## src/rtl/sisc_pkg.sv

```systemverilog
// Shared definitions for the register swap controller: FSM state encoding
// and the write-address mux select codes.
package sisc_pkg;

  typedef enum logic [2:0] {
    ST_IDLE = 3'd0,
    ST_READ = 3'd1,
    ST_WR_A = 3'd2,
    ST_WR_B = 3'd3,
    ST_DONE = 3'd4
  } state_t;

  localparam logic [1:0] SEL_A    = 2'd0;
  localparam logic [1:0] SEL_B    = 2'd1;
  localparam logic [1:0] SEL_SWAP = 2'd2;

endpackage

```

## src/rtl/swap_hold.sv

```systemverilog
// Capture pair for the two register values being swapped. Both halves load
// together from the register-file read ports while the controller is in READ.
module swap_hold #(
  parameter int DATA_W = 16
) (
  input  logic              clk,
  input  logic              rst_f,
  input  logic              load,
  input  logic [DATA_W-1:0] rd_a_data,
  input  logic [DATA_W-1:0] rd_b_data,
  output logic [DATA_W-1:0] hold_a,
  output logic [DATA_W-1:0] hold_b
);

  // Load both read-port values on the edge that ends the READ cycle.
  always_ff @(posedge clk or negedge rst_f) begin
    if (!rst_f) begin
      hold_a <= '0;
      hold_b <= '0;
    end else if (load) begin
      hold_a <= rd_a_data;
      hold_b <= rd_b_data;
    end
  end

endmodule

```

## src/rtl/swap_ctrl.sv

```systemverilog
// Swaps the contents of two register-file entries using one read cycle and
// two write cycles through the write-address mux swap input.
//
// state   | meaning
// --------+------------------------------------------------------------
// IDLE    | waiting for start; ra/rb latched on acceptance
// READ    | read ports addressed by latched ra/rb; holds capture data
// WR_A    | write hold_b into register ra
// WR_B    | write hold_a into register rb
// DONE    | one-cycle completion pulse
module swap_ctrl
  import sisc_pkg::*;
#(
  parameter int DATA_W = 16,
  parameter int ADDR_W = 4
) (
  input  logic              clk,
  input  logic              rst_f,
  input  logic              start,
  input  logic [ADDR_W-1:0] ra,
  input  logic [ADDR_W-1:0] rb,
  output logic [ADDR_W-1:0] rd_a_addr,
  output logic [ADDR_W-1:0] rd_b_addr,
  input  logic [DATA_W-1:0] rd_a_data,
  input  logic [DATA_W-1:0] rd_b_data,
  output logic [1:0]        wr_sel,
  output logic [ADDR_W-1:0] swap_addr,
  output logic [DATA_W-1:0] wr_data,
  output logic              wr_en,
  output logic              busy,
  output logic              done
);

  state_t              state;
  logic [ADDR_W-1:0]   ra_q;
  logic [ADDR_W-1:0]   rb_q;
  logic [DATA_W-1:0]   hold_a;
  logic [DATA_W-1:0]   hold_b;

  swap_hold #(.DATA_W(DATA_W)) u_hold (
    .clk       (clk),
    .rst_f     (rst_f),
    .load      (state == ST_READ),
    .rd_a_data (rd_a_data),
    .rd_b_data (rd_b_data),
    .hold_a    (hold_a),
    .hold_b    (hold_b)
  );

  // State register and address latch; start is only honoured in IDLE.
  always_ff @(posedge clk or negedge rst_f) begin
    if (!rst_f) begin
      state <= ST_IDLE;
      ra_q  <= '0;
      rb_q  <= '0;
    end else begin
      case (state)
        ST_IDLE: begin
          if (start) begin
            ra_q  <= ra;
            rb_q  <= rb;
            state <= ST_READ;
          end
        end
        ST_READ: state <= (ra_q != rb_q) ? ST_WR_A : ST_DONE;
        ST_WR_A: state <= ST_WR_B;
        ST_WR_B: state <= ST_DONE;
        ST_DONE: state <= ST_IDLE;
        default: state <= ST_IDLE;
      endcase
    end
  end

  assign rd_a_addr = ra_q;
  assign rd_b_addr = rb_q;

  // Output decode from registered state only, so reset clears it at once
  // and start has no path to the write port.
  always_comb begin
    wr_en     = 1'b0;
    wr_sel    = SEL_A;
    swap_addr = '0;
    wr_data   = '0;
    busy      = (state != ST_IDLE);
    done      = (state == ST_DONE);
    case (state)
      ST_WR_A: begin
        wr_en     = 1'b1;
        wr_sel    = SEL_SWAP;
        swap_addr = ra_q;
        wr_data   = hold_b;
      end
      ST_WR_B: begin
        wr_en     = 1'b1;
        wr_sel    = SEL_SWAP;
        swap_addr = rb_q;
        wr_data   = hold_a;
      end
      default: ;
    endcase
  end

endmodule

```

## config.mk

```make
export PLATFORM = sky130hd
export DESIGN_NAME = swap_ctrl
export DESIGN_NICKNAME = d
export VERILOG_FILES = /design/src/rtl/sisc_pkg.sv /design/src/rtl/swap_hold.sv /design/src/rtl/swap_ctrl.sv
export SDC_FILE = /design/constraint.sdc
export NUM_CORES = 1
export LEC_CHECK = 0
export CORE_UTILIZATION = 41
export CTS_CLUSTER_SIZE = 16
export DETAILED_ROUTE_END_ITERATION = 12
export PLACE_DENSITY = 0.74
export REMOVE_ABC_BUFFERS = 1
export SYNTH_ARGS = -nofsm -noshare
export SYNTH_HDL_FRONTEND = slang
export SYNTH_HIERARCHICAL = 1
export SYNTH_SLANG_ARGS = --single-unit
```

## constraint.sdc

```tcl
create_clock -name clk -period 1.6 [get_ports clk]
set_clock_uncertainty 0.2 [all_clocks]
set_input_delay 0.24 -clock clk [delete_from_list [all_inputs] [get_ports clk]]
set_output_delay 0.24 -clock clk [all_outputs]
set_load 0.1 [all_outputs]
```

Word-level counts from Yosys, hierarchy flattened
Index checks and enable logic that the tools add are counted.
- flip-flop bits (word level): 43
- input port bits: 43
- word-level logic and storage cells: 22
- output and inout bits: 33
- equal/unequal tests: 6
- muxes and demuxes: 7
- reduce and logical (&&, ||, !) cells: 4
- operators with widths (cell ; count):
    one-hot mux 16 bit (2 select lines) ; 1
    one-hot mux 3 bit (4 select lines) ; 1
    one-hot mux 4 bit (2 select lines) ; 1
    equality test 3 x 2 -> 1 bit, second input constant ; 2
    two-way mux 3 bit ; 2
    inequality test 4 bit ; 1
    equality test 3 x 1 -> 1 bit, second input constant ; 1
    equality test 3 bit, second input constant ; 1
    logical NOT 3 bit ; 1
    nonzero test 3 bit ; 1
    two-way mux 2 bit ; 1
    inequality test 2 bit, second input constant ; 1
    AND reduction 2 bit ; 1
    OR reduction 2 bit ; 1
    two-way mux 1 bit ; 1

Depth between registers and ports, before layout
Gate-level depths: netlist (run 1).
- depth after elaboration: 3
- mapped depth: 5
- gate-level depth less buffers: 3

By module
Netlist (run 1), hierarchy kept.
- modules (own cells, without submodules) (module ; seq. area each (sq um) ; instances ; area each (sq um) ; cells an instance):
    swap_hold ; 800.8 ; 1 ; 1345.0 ; 68
    swap_ctrl ; 275.3 ; 1 ; 827.0 ; 86

Least setup slack after synthesis (run 1)
No wires, ideal clock.
- path kind: register -> output
- start point: reg state[0]
- end point: out done
- slack: -1605 ps
- required time: 1160 ps
- data arrival time: 2765 ps
- path buffers: 2
- stages on the path, launching flop included: 4
- path through: dfrtp_1 buf_6 buf_2 nor3_1
- cells in the longest elaborated chain, start to end: 1
- RTL lines (element ; line ; text):
    start: declaration ; swap_ctrl.sv:34 ; state_t state;
    start signal: assignment ; swap_ctrl.sv:65 ; ST_READ: state <= (ra_q != rb_q) ? ST_WR_A : ST_DONE;
    equality test 3 bit ; swap_ctrl.sv:85 ; done = (state == ST_DONE);
    end: declaration ; swap_ctrl.sv:31 ; output logic done
Every way passes these cells.

Final worst setup path (run 1)
- start point: reg state[0]
- end point: out wr_data[6]
- cells in the longest elaborated chain, start to end: 2
- elaborated cells on any way between the ends: 3
- those cells by class: 2 x eq/ne; 1 x mux
- RTL lines (element ; line ; text):
    equality test 3 x 2 -> 1 bit ; swap_ctrl.sv:86 ; case (state)
    one-hot mux 16 bit (2 select lines) (*) ; swap_ctrl.sv:86 ;
    end: declaration ; swap_ctrl.sv:28 ; output logic [DATA_W-1:0] wr_data,
Every way passes the cells marked *; elsewhere a longest branch is shown, timed or not.

==> results.yml, run 1 <==
timing:
  finalSetupViolCount: 65
  finalCriticalPeriod_ps: 1900
  rsz0062_at_grt: "true"
  hold_viol: 0
  maxSlewViolCount: 0
  fin_ws_ps: -302
  setup_tns_ps: -13900
  clock.fmax_mhz: 526
  fin_crit_sh_pct: 119
routing:
  avgRoutedWirePerCell_um: 15.9
  ant_nets: 0
  wirelength_um: 5060
  first_pass_iters: 4
  top_layer: "met4"
  m1WireLength_um: 2150
  dr_wl_met2_um: 2520
  drc: 0
  vias: 1549
  drt_iter0_drc: 43
  vias_per_cell: 4.86
  dr_wl_met3_um: 319
cts:
  cts_max_path_buffers: 2
  numCtsBuffers: 5
  htree_levels: 2
  cts_tree: "yes"
  clock-root-buffer: "clkbuf_8"
  clk_latency_ps: 290
  clkSlewWorstSetupHoldPaths_ps: 80
  cts_num_sinks: 43
grt:
  grt_first_pass_wirelength_um: 7630
  overflow: 0
  grt_max_degree: 28
  antenna_found_initial: 0
  grt_pass1_vias: 1624
  grt.total_usage_pct: 18.7
final_layout:
  final_cell_count_no_fill: 319
  syn_to_final_growth_pct: 76.3
  fillers: 327
  fin_nets: 291
  drive_above_1_share_pct: 56.2
  diodes: 0
  final_area_um2: 3830
  finish.utilization_pct: 75.0
outcome:
  status: "complete, but fails checks"
  violations: "setup timing"
synthesis:
  ys_types: 23
  synth_area_leaders: "dfrtp_1 50%, mux2_4 21%, mux2i_1 9.2%"
  avgSynthCellArea_um2: 14.1
  netlist_area_um2: 2170
  synth.top_cell.area_share_pct: 49.5
  synth-seq-cells: 43
  yosysWarnings: 6
  yosysTopAreaCell: "dfrtp_1"
  synth_cells: 154
  synth_seq_area_share_pct: 49.5
critical_path:
  worstPathCellList: "buf_12, mux2i_1, nor2_2, buf_12"
  startpoint: "state[0]"
  cp.arrival_ps: 1460
  crit_path_max_incr_delay_ps: 440
  criticalPathCategory: "register to output pin"
  cp-start-kind: "register"
  crit_fanout: 11
  endpoint_kind: "output pin"
  worstPathRequired_ps: 1160
  crit_path_frequent_cell: "buf_12"
  crit-reg2reg-launch: "state[1]"
  cp_slowest_cell: "dfrtp_2"
floorplan:
  core_area_um2: 5110
  dieArea_um2: 5590
  ios: 76
  start_util_pct: 42.5
  die_w_um: 74.8
  rows: 26
  die_y_um: 74.8
flow_run:
  drv_cap: 0
placed_design:
  placed_area_um2: 3380
  dpl.hpwl_um: 3250
  placed_cells: 303
  gp_congestion: 0.804
  io_buffers: 74
hold_path:
  hold_class: "primary input to async pin"
[worst paths after layout]
check,endpoint,slack (ps),cells after the start
worst max-delay path,wr_data[6],-300,4
worst min-delay path,u_hold/hold_a[8],200,2
worst max register to register,u_hold/hold_a[13],-260,5
worst min register to register,u_hold/hold_b[9],310,1
max in group asynchronous,state[0],510,3
min in group clk,u_hold/hold_b[9],310,1
[registers in the layout (all words and copies together) (netlist names)]
register       cells
u_hold/hold_a     16
state              3
rd_b_addr          4
u_hold/hold_b     16
rd_a_addr          4
[what timing repair did]
item | 4_1_cts | 5_1_grt
gates resized for setup | 43 | 30
setup buffers | 5 | 0
pin swaps | 2 | 3
hold endpoints to repair | 16 | 0
endpoints found under the setup margin | 51 | 65
hold buffers | 1 | 0
gates cloned | 0 | 2
[worst max-delay path: cells and delay by family (launching register included)]
| kind | cells | cell delay, ps |
|---|---|---|
| buffers and inverters | 2 | 360 |
| flip-flops | 1 | 440 |
| multiplexers | 1 | 280 |
| AND/OR/NAND/NOR | 1 | 80 |
[metal layers]
layer,vias up,GRT usage [%]
li1,714,-
met1,759,23.3
met2,68,30.5
met3,8,6.56
met4,0,5.66
met5,-,0
[cells in the final DEF (no fill, tap or decap), types with 2 or more instances in the layout]
| master | n |
|---|---|
| xor2_1 | 4 |
| mux2i_4 | 5 |
| nor2_2 | 12 |
| clkdlybuf4s50_1 | 41 |
| buf_12 | 37 |
| mux2i_1 | 12 |
| dfrtp_1 | 41 |
| buf_6 | 9 |
| nor2_4 | 8 |
| clkbuf_8 | 7 |
| dfrtp_2 | 2 |
| mux2_2 | 2 |
| mux2i_2 | 3 |
| buf_4 | 7 |
| mux2_4 | 38 |
[synth_stat cells]
cell type	n
buf_12	3
buf_2	2
buf_4	2
buf_6	2
clkbuf_1	2
conb_1	1
dfrtp_1	43
inv_1	3
mux2_2	10
mux2_4	30
mux2i_1	20
nand2_1	1
nand2b_1	1
nor2_1	21
nor2_8	1
nor3_1	2
nor3b_1	1
nor4_1	1
o211a_1	1
o21ai_0	1
o41ai_1	1
or3_4	1
xor2_1	4
[cell type report]
cell class              instances  area (um^2)  share of cell area [%]
repair buffers                 98         1360                    35.5
well taps                      70         87.6                    2.29
inverters                       3         15.0                   0.392
multi-input cells              97         1190                    31.0
flip-flops and latches         43         1080                    28.2
clock buffers                   8          100                    2.61
[stage by stage]
step | setup slack [ps] | hold WS (ps)
3_5_place_dp | -101 | -4.19
4_1_cts | -298 | 198
2_1_floorplan | -4050 | -256
6_report | -302 | 202
3_3_place_gp | -68.9 | -9.97
5_1_grt | -361 | 250
[kinds of logic (layout without fill, tap and decap cells)]
| family | count (synthesis) | after routing | synth area share, % |
|---|---|---|---|
| simple gates | 29 | 29 | 6.62 |
| flops | 43 | 43 | 49.5 |
| mux | 60 | 60 | 35.1 |
| xor+xnor | 4 | 4 | 1.61 |
| compound gates | 3 | 3 | 1.09 |
| other cells | 1 | 1 | 0.173 |
| buf+inv | 14 | 109 | 5.82 |
Power of run 1 is not shown: default switching activity piles up to over one toggle a cycle in this logic, so the estimate is an artifact.
==> inputs of run 2 (changes only) <==
--- a/config.mk
+++ b/config.mk
@@ -8,6 +8,7 @@
 export CORE_UTILIZATION = 41
 export CTS_CLUSTER_SIZE = 16
 export DETAILED_ROUTE_END_ITERATION = 12
+export GPL_TIMING_DRIVEN = 0
 export PLACE_DENSITY = 0.74
 export REMOVE_ABC_BUFFERS = 1
 export SYNTH_ARGS = -nofsm -noshare
==> constraint.sdc (replaced) <==
create_clock -name clk -period 1.6 [get_ports clk]
set_clock_uncertainty 0.2 [all_clocks]
set_input_delay 0.24 -clock clk [delete_from_list [all_inputs] [get_ports clk]]
set_output_delay 0.24 -clock clk [all_outputs]
set_load 0.005 [all_outputs]
==> run 2 against run 1 <==
- the flow still finishes with violations (setup timing)
- count of clock-buffer cells in the layout is the same
- worst setup slack worse by 21 ps
- register-to-register slack lost 60 ps
- via count rose by 4.1%
- wire length grew 4.5%
- cell count increased by 6.0%
- fmax is 1.1% lower
- hold slack got worse by 72 ps
- highest routed layer unchanged
==> results.yml, run 2 (same netlist as run 1, synthesis figures left out) <==
cts:
  clkSlewWorstSetupHoldPaths_ps: 80
  clock-root-buffer: "clkbuf_8"
  cts_num_sinks: 43
  numCtsBuffers: 5
  clk_latency_ps: 290
  htree_levels: 2
  cts_tree: "yes"
  cts_max_path_buffers: 2
final_layout:
  multiInputGateArea_um2: 1060
  drive_above_1_share_pct: 47.4
  finish.utilization_pct: 68.2
  final_cell_mix: "41 x clkdlybuf4s50_1, 40 x dfrtp_1, 37 x mux2_4, 23 x buf_2, 21 x nor2_1"
  fillers: 408
  syn_to_final_growth_pct: 60.4
  layout_commonest_cell: "clkdlybuf4s50_1"
  seq_area_um2: 1080
  diodes: 0
  final_cell_count_no_fill: 338
  fin_nets: 310
  reg.largest.list: "u_hold/hold_a: 16 flops, u_hold/hold_b: 16 flops"
outcome:
  violations: "setup timing"
  status: "complete, but fails checks"
floorplan:
  ios: 76
  rows: 26
  die_w_um: 74.8
  dieArea_um2: 5590
  core_area_um2: 5110
  die_y_um: 74.8
  start_util_pct: 42.5
routing:
  wirelength_um: 5290
  vias: 1612
  ant_nets: 0
  drt_iter0_drc: 28
  vias_per_cell: 4.77
  first_pass_iters: 4
  avgRoutedWirePerCell_um: 15.6
  drc: 0
grt:
  grt_pass1_vias: 1630
  grt_first_pass_wirelength_um: 8020
  grt_max_degree: 37
  overflow: 0
  grt.total_usage_pct: 19.5
  antenna_found_initial: 0
placed_design:
  gp_congestion: 0.692
  placed_cells: 292
  dpl.hpwl_um: 3010
  io_buffers: 74
power_and_ir_drop:
  powerDensity_nw_per_um2: 2150
  peakVddDrop_mv: 1.10
  p_leak_nw: 1.71
  power_mw: 7.48
flow_run:
  drv_cap: 0
timing:
  holdWs_ps: 130
  rsz0062_at_grt: "true"
  maxSlewViolCount: 0
  finalSetupViolCount: 64
  fin_crit_sh_pct: 120
  clock.fmax_mhz: 520
  fin_ws_ps: -322
  hold_viol: 0
  setup_tns_ps: -13770
  finalCriticalPeriod_ps: 1920
hold_path:
  hold_class: "primary input to async pin"
critical_path:
  endpoint_kind: "output pin"
  crit-reg2reg-launch: "state[0]"
  crit_fanout: 5
  worstPathRequired_ps: 1160
  criticalPathCategory: "register to output pin"
  cp.arrival_ps: 1480
  startpoint: "state[0]"
  cp-start-kind: "register"
run 2: changes by cell type in the layout (fill, tap and decap cells not counted), moves of 2 or more:
cell | previous run | this run
mux2i_1 | 12 | 20
buf_16 | 0 | 2
mux2i_4 | 5 | 0
buf_12 | 37 | 7
dlygate4sd2_1 | 0 | 3
dlymetal6s2s_1 | 0 | 5
nor2_2 | 12 | 0
nor2_1 | 1 | 21
nor2_4 | 8 | 0
buf_4 | 7 | 20
buf_2 | 1 | 23
mux2i_2 | 3 | 0
run 2: final cells by class:
class,instances,share of cell area [%]
inverter,3,0.395
multi-input combinational,98,30.4
sequential,43,31.1
tap,70,2.51
clock buffer,8,2.87
timing repair buffer,116,32.8
run 2: timing repair:
item / in CTS / in global routing
buffers inserted: 28 / 9
pin swaps: 6 / 6
hold buffers: 1 / 0
resized for setup: 130 / 17
hold endpoints to repair: 43 / 0
setup endpoints to repair: 75 / 69
gates cloned: 3 / 1
run 2: metal layers:
metal	vias to the layer above	share of wire, %	GRT usage, %
met4	0	0.93	4.40
met3	6	6.1	5.09
li1	754	-	-
met5	-	0	0
met1	791	43	24.7
met2	61	50	33.4
run 2: worst max-delay path: stages, from the launching register on:
cell,delay (ps)
dfrtp_4,520
buf_6,130
or3_4,400
buf_6,140
run 2: path summary, 6_finish.rpt:
check | to | slack (ps) | cells past startpoint
max | busy | -320 | 3
min | rd_b_addr[2] | 130 | 2
max reg2reg | rd_a_addr[2] | -320 | 4
min reg2reg | u_hold/hold_b[8] | 310 | 1
max in group asynchronous | state[0] | 610 | 3
min in group clk | u_hold/hold_b[8] | 310 | 1
run 2: through the flow:
stage | instance area [um^2] | setup WS [ps]
after detailed placement | 2950 | -1640
final | 3480 | -322
after floorplan | 2060 | -4050
after CTS | 3390 | -347
after global placement | 2890 | -5540
after global routing | 3480 | -368
run 2: power breakdown:
part           switching (mW)  internal [mW]
logic                    1.73           2.98
clock network           0.345          0.394
registers               0.355           1.67
total                    2.43           5.05
Power figures use the tool's default switching activity.
==> inputs of run 3 (changes only) <==
--- a/config.mk
+++ b/config.mk
@@ -8,7 +8,7 @@
 export CORE_UTILIZATION = 41
 export CTS_CLUSTER_SIZE = 16
 export DETAILED_ROUTE_END_ITERATION = 12
-export GPL_TIMING_DRIVEN = 0
+export GPL_TIMING_DRIVEN = 1
 export PLACE_DENSITY = 0.74
 export REMOVE_ABC_BUFFERS = 1
 export SYNTH_ARGS = -nofsm -noshare
==> run 3 against run 2 <==
- the run still ends with setup timing left
- critical path depth increased by 1
- first-iteration DRC count grew 120%
- hold slack gained 63 ps
- via count is 0.25% lower
- cell area rose by 2.9%
- global-route usage rose by 0.62 points
- register-to-register slack improved by 70 ps
- total power up 5.9%
- clock power increased by 34%
- cell count rose by 0.89%
==> results.yml, run 3 (same netlist as run 1, synthesis figures left out) <==
power_and_ir_drop:
  power_mw: 7.92
  p_leak_nw: 1.76
  peakVddDrop_mv: 0.983
  powerDensity_nw_per_um2: 2210
routing:
  wirelength_um: 5300
  first_pass_iters: 4
  drc: 0
  avgRoutedWirePerCell_um: 15.5
  drt_iter0_drc: 61
  ant_nets: 0
  vias_per_cell: 4.72
  vias: 1608
cts:
  cts_num_sinks: 43
  htree_levels: 2
  clock-root-buffer: "clkbuf_8"
  cts_max_path_buffers: 2
  clk_latency_ps: 290
  numCtsBuffers: 5
  cts_tree: "yes"
  clkSlewWorstSetupHoldPaths_ps: 80
timing:
  fin_crit_sh_pct: 116
  finalSetupViolCount: 65
  hold_viol: 0
  finalCriticalPeriod_ps: 1850
  maxSlewViolCount: 0
  rsz0062_at_grt: "true"
  setup_tns_ps: -13080
  clock.fmax_mhz: 540
  holdWs_ps: 193
  fin_ws_ps: -253
outcome:
  violations: "setup timing"
  status: "complete, but fails checks"
critical_path:
  worstPathCellList: "buf_6, or3_4, nor2_8, mux2_2"
  cp.arrival_ps: 1840
  cp-start-kind: "register"
  cp_slowest_cell: "or3_4"
  endpoint_kind: "register"
  crit_path_max_incr_delay_ps: 430
  crit_family: "simple AND/OR/NAND/NOR gates"
  worstPathRequired_ps: 1590
  path_buf_inv: 1
  crit_fanout: 8
  criticalPathCategory: "register to register"
final_layout:
  final_cell_count_no_fill: 341
  reg.largest.list: "u_hold/hold_a: 16 flops, u_hold/hold_b: 16 flops"
  drive_above_1_share_pct: 48.0
  fin_nets: 313
  syn_to_final_growth_pct: 65.1
  fillers: 374
  finish.utilization_pct: 70.2
  final_cell_mix: "41 x clkdlybuf4s50_1, 41 x dfrtp_1, 39 x mux2_4, 22 x buf_2, 20 x nor2_1"
  diodes: 0
flow_run:
  drv_cap: 0
floorplan:
  rows: 26
  ios: 76
  start_util_pct: 42.5
  core_area_um2: 5110
  die_y_um: 74.8
  dieArea_um2: 5590
  die_w_um: 74.8
grt:
  grt.total_usage_pct: 20.1
  grt_max_degree: 30
  antenna_found_initial: 0
  grt_pass1_vias: 1657
  grt_first_pass_wirelength_um: 8220
  overflow: 0
placed_design:
  gp_congestion: 0.690
  placed_cells: 303
  dpl.hpwl_um: 3110
  io_buffers: 74
hold_path:
  hold_class: "primary input to async pin"
[run 3: cell count changes in the layout (fill, tap and decap cells not counted), moves of 2 or more]
cell / previous run / this run
buf_6: 10 / 19
mux2_4: 37 / 39
buf_8: 2 / 0
mux2_2: 3 / 1
clkbuf_8: 7 / 5
bufinv_16: 0 / 2
mux2i_1: 20 / 18
[run 3: final cells by class]
type,count,area (um^2),area share [%]
flip-flops and latches,43,1080,30.1
multi-input cells,97,1070,29.8
well taps,70,87.6,2.44
repair buffers,120,1200,33.5
clock inverters,2,60.1,1.67
clock buffers,6,72.6,2.02
inverters,3,16.3,0.454
[run 3: worst paths after layout]
path,from,to,slack (ps),cells past startpoint
setup / recovery,state[2],rd_b_addr[1],-250,4
hold reg to reg,u_hold/hold_b[9],u_hold/hold_b[9],320,1
max in group asynchronous,rst_f,state[0],510,3
hold / removal,rst_f,rd_b_addr[1],190,2
setup reg to reg,state[2],rd_b_addr[1],-250,4
min in group clk,u_hold/hold_b[9],u_hold/hold_b[9],320,1
[run 3: power breakdown]
group | switching [mW] | leakage [nW] | internal, mW
Combinational | 1.76 | 1.19 | 3.14
Sequential | 0.370 | 0.506 | 1.66
Clock | 0.369 | 0.0654 | 0.624
[run 3: metrics by stage]
stage | setup WS [ps] | area (um^2)
after detailed placement | -210 | 3060
after global placement | -197 | 3060
after CTS | -243 | 3540
after floorplan | -4050 | 2060
final | -253 | 3590
after global routing | -304 | 3590
[run 3: layer usage]
| layer | track usage (%) | share of wire [%] |
|---|---|---|
| met1 | 27.0 | 45 |
| met2 | 33.1 | 48 |
| met3 | 4.82 | 5.7 |
| met4 | 4.61 | 1.1 |
| met5 | 0 | 0 |
[run 3: timing repair]
| item | in CTS | in global routing |
|---|---|---|
| endpoints found under the setup margin | 72 | 71 |
| hold buffers | 1 | 0 |
| hold endpoints to repair | 14 | 0 |
| resized for setup | 139 | 20 |
| pin swaps | 13 | 8 |
| cloned | 5 | 1 |
| buffers inserted | 22 | 4 |
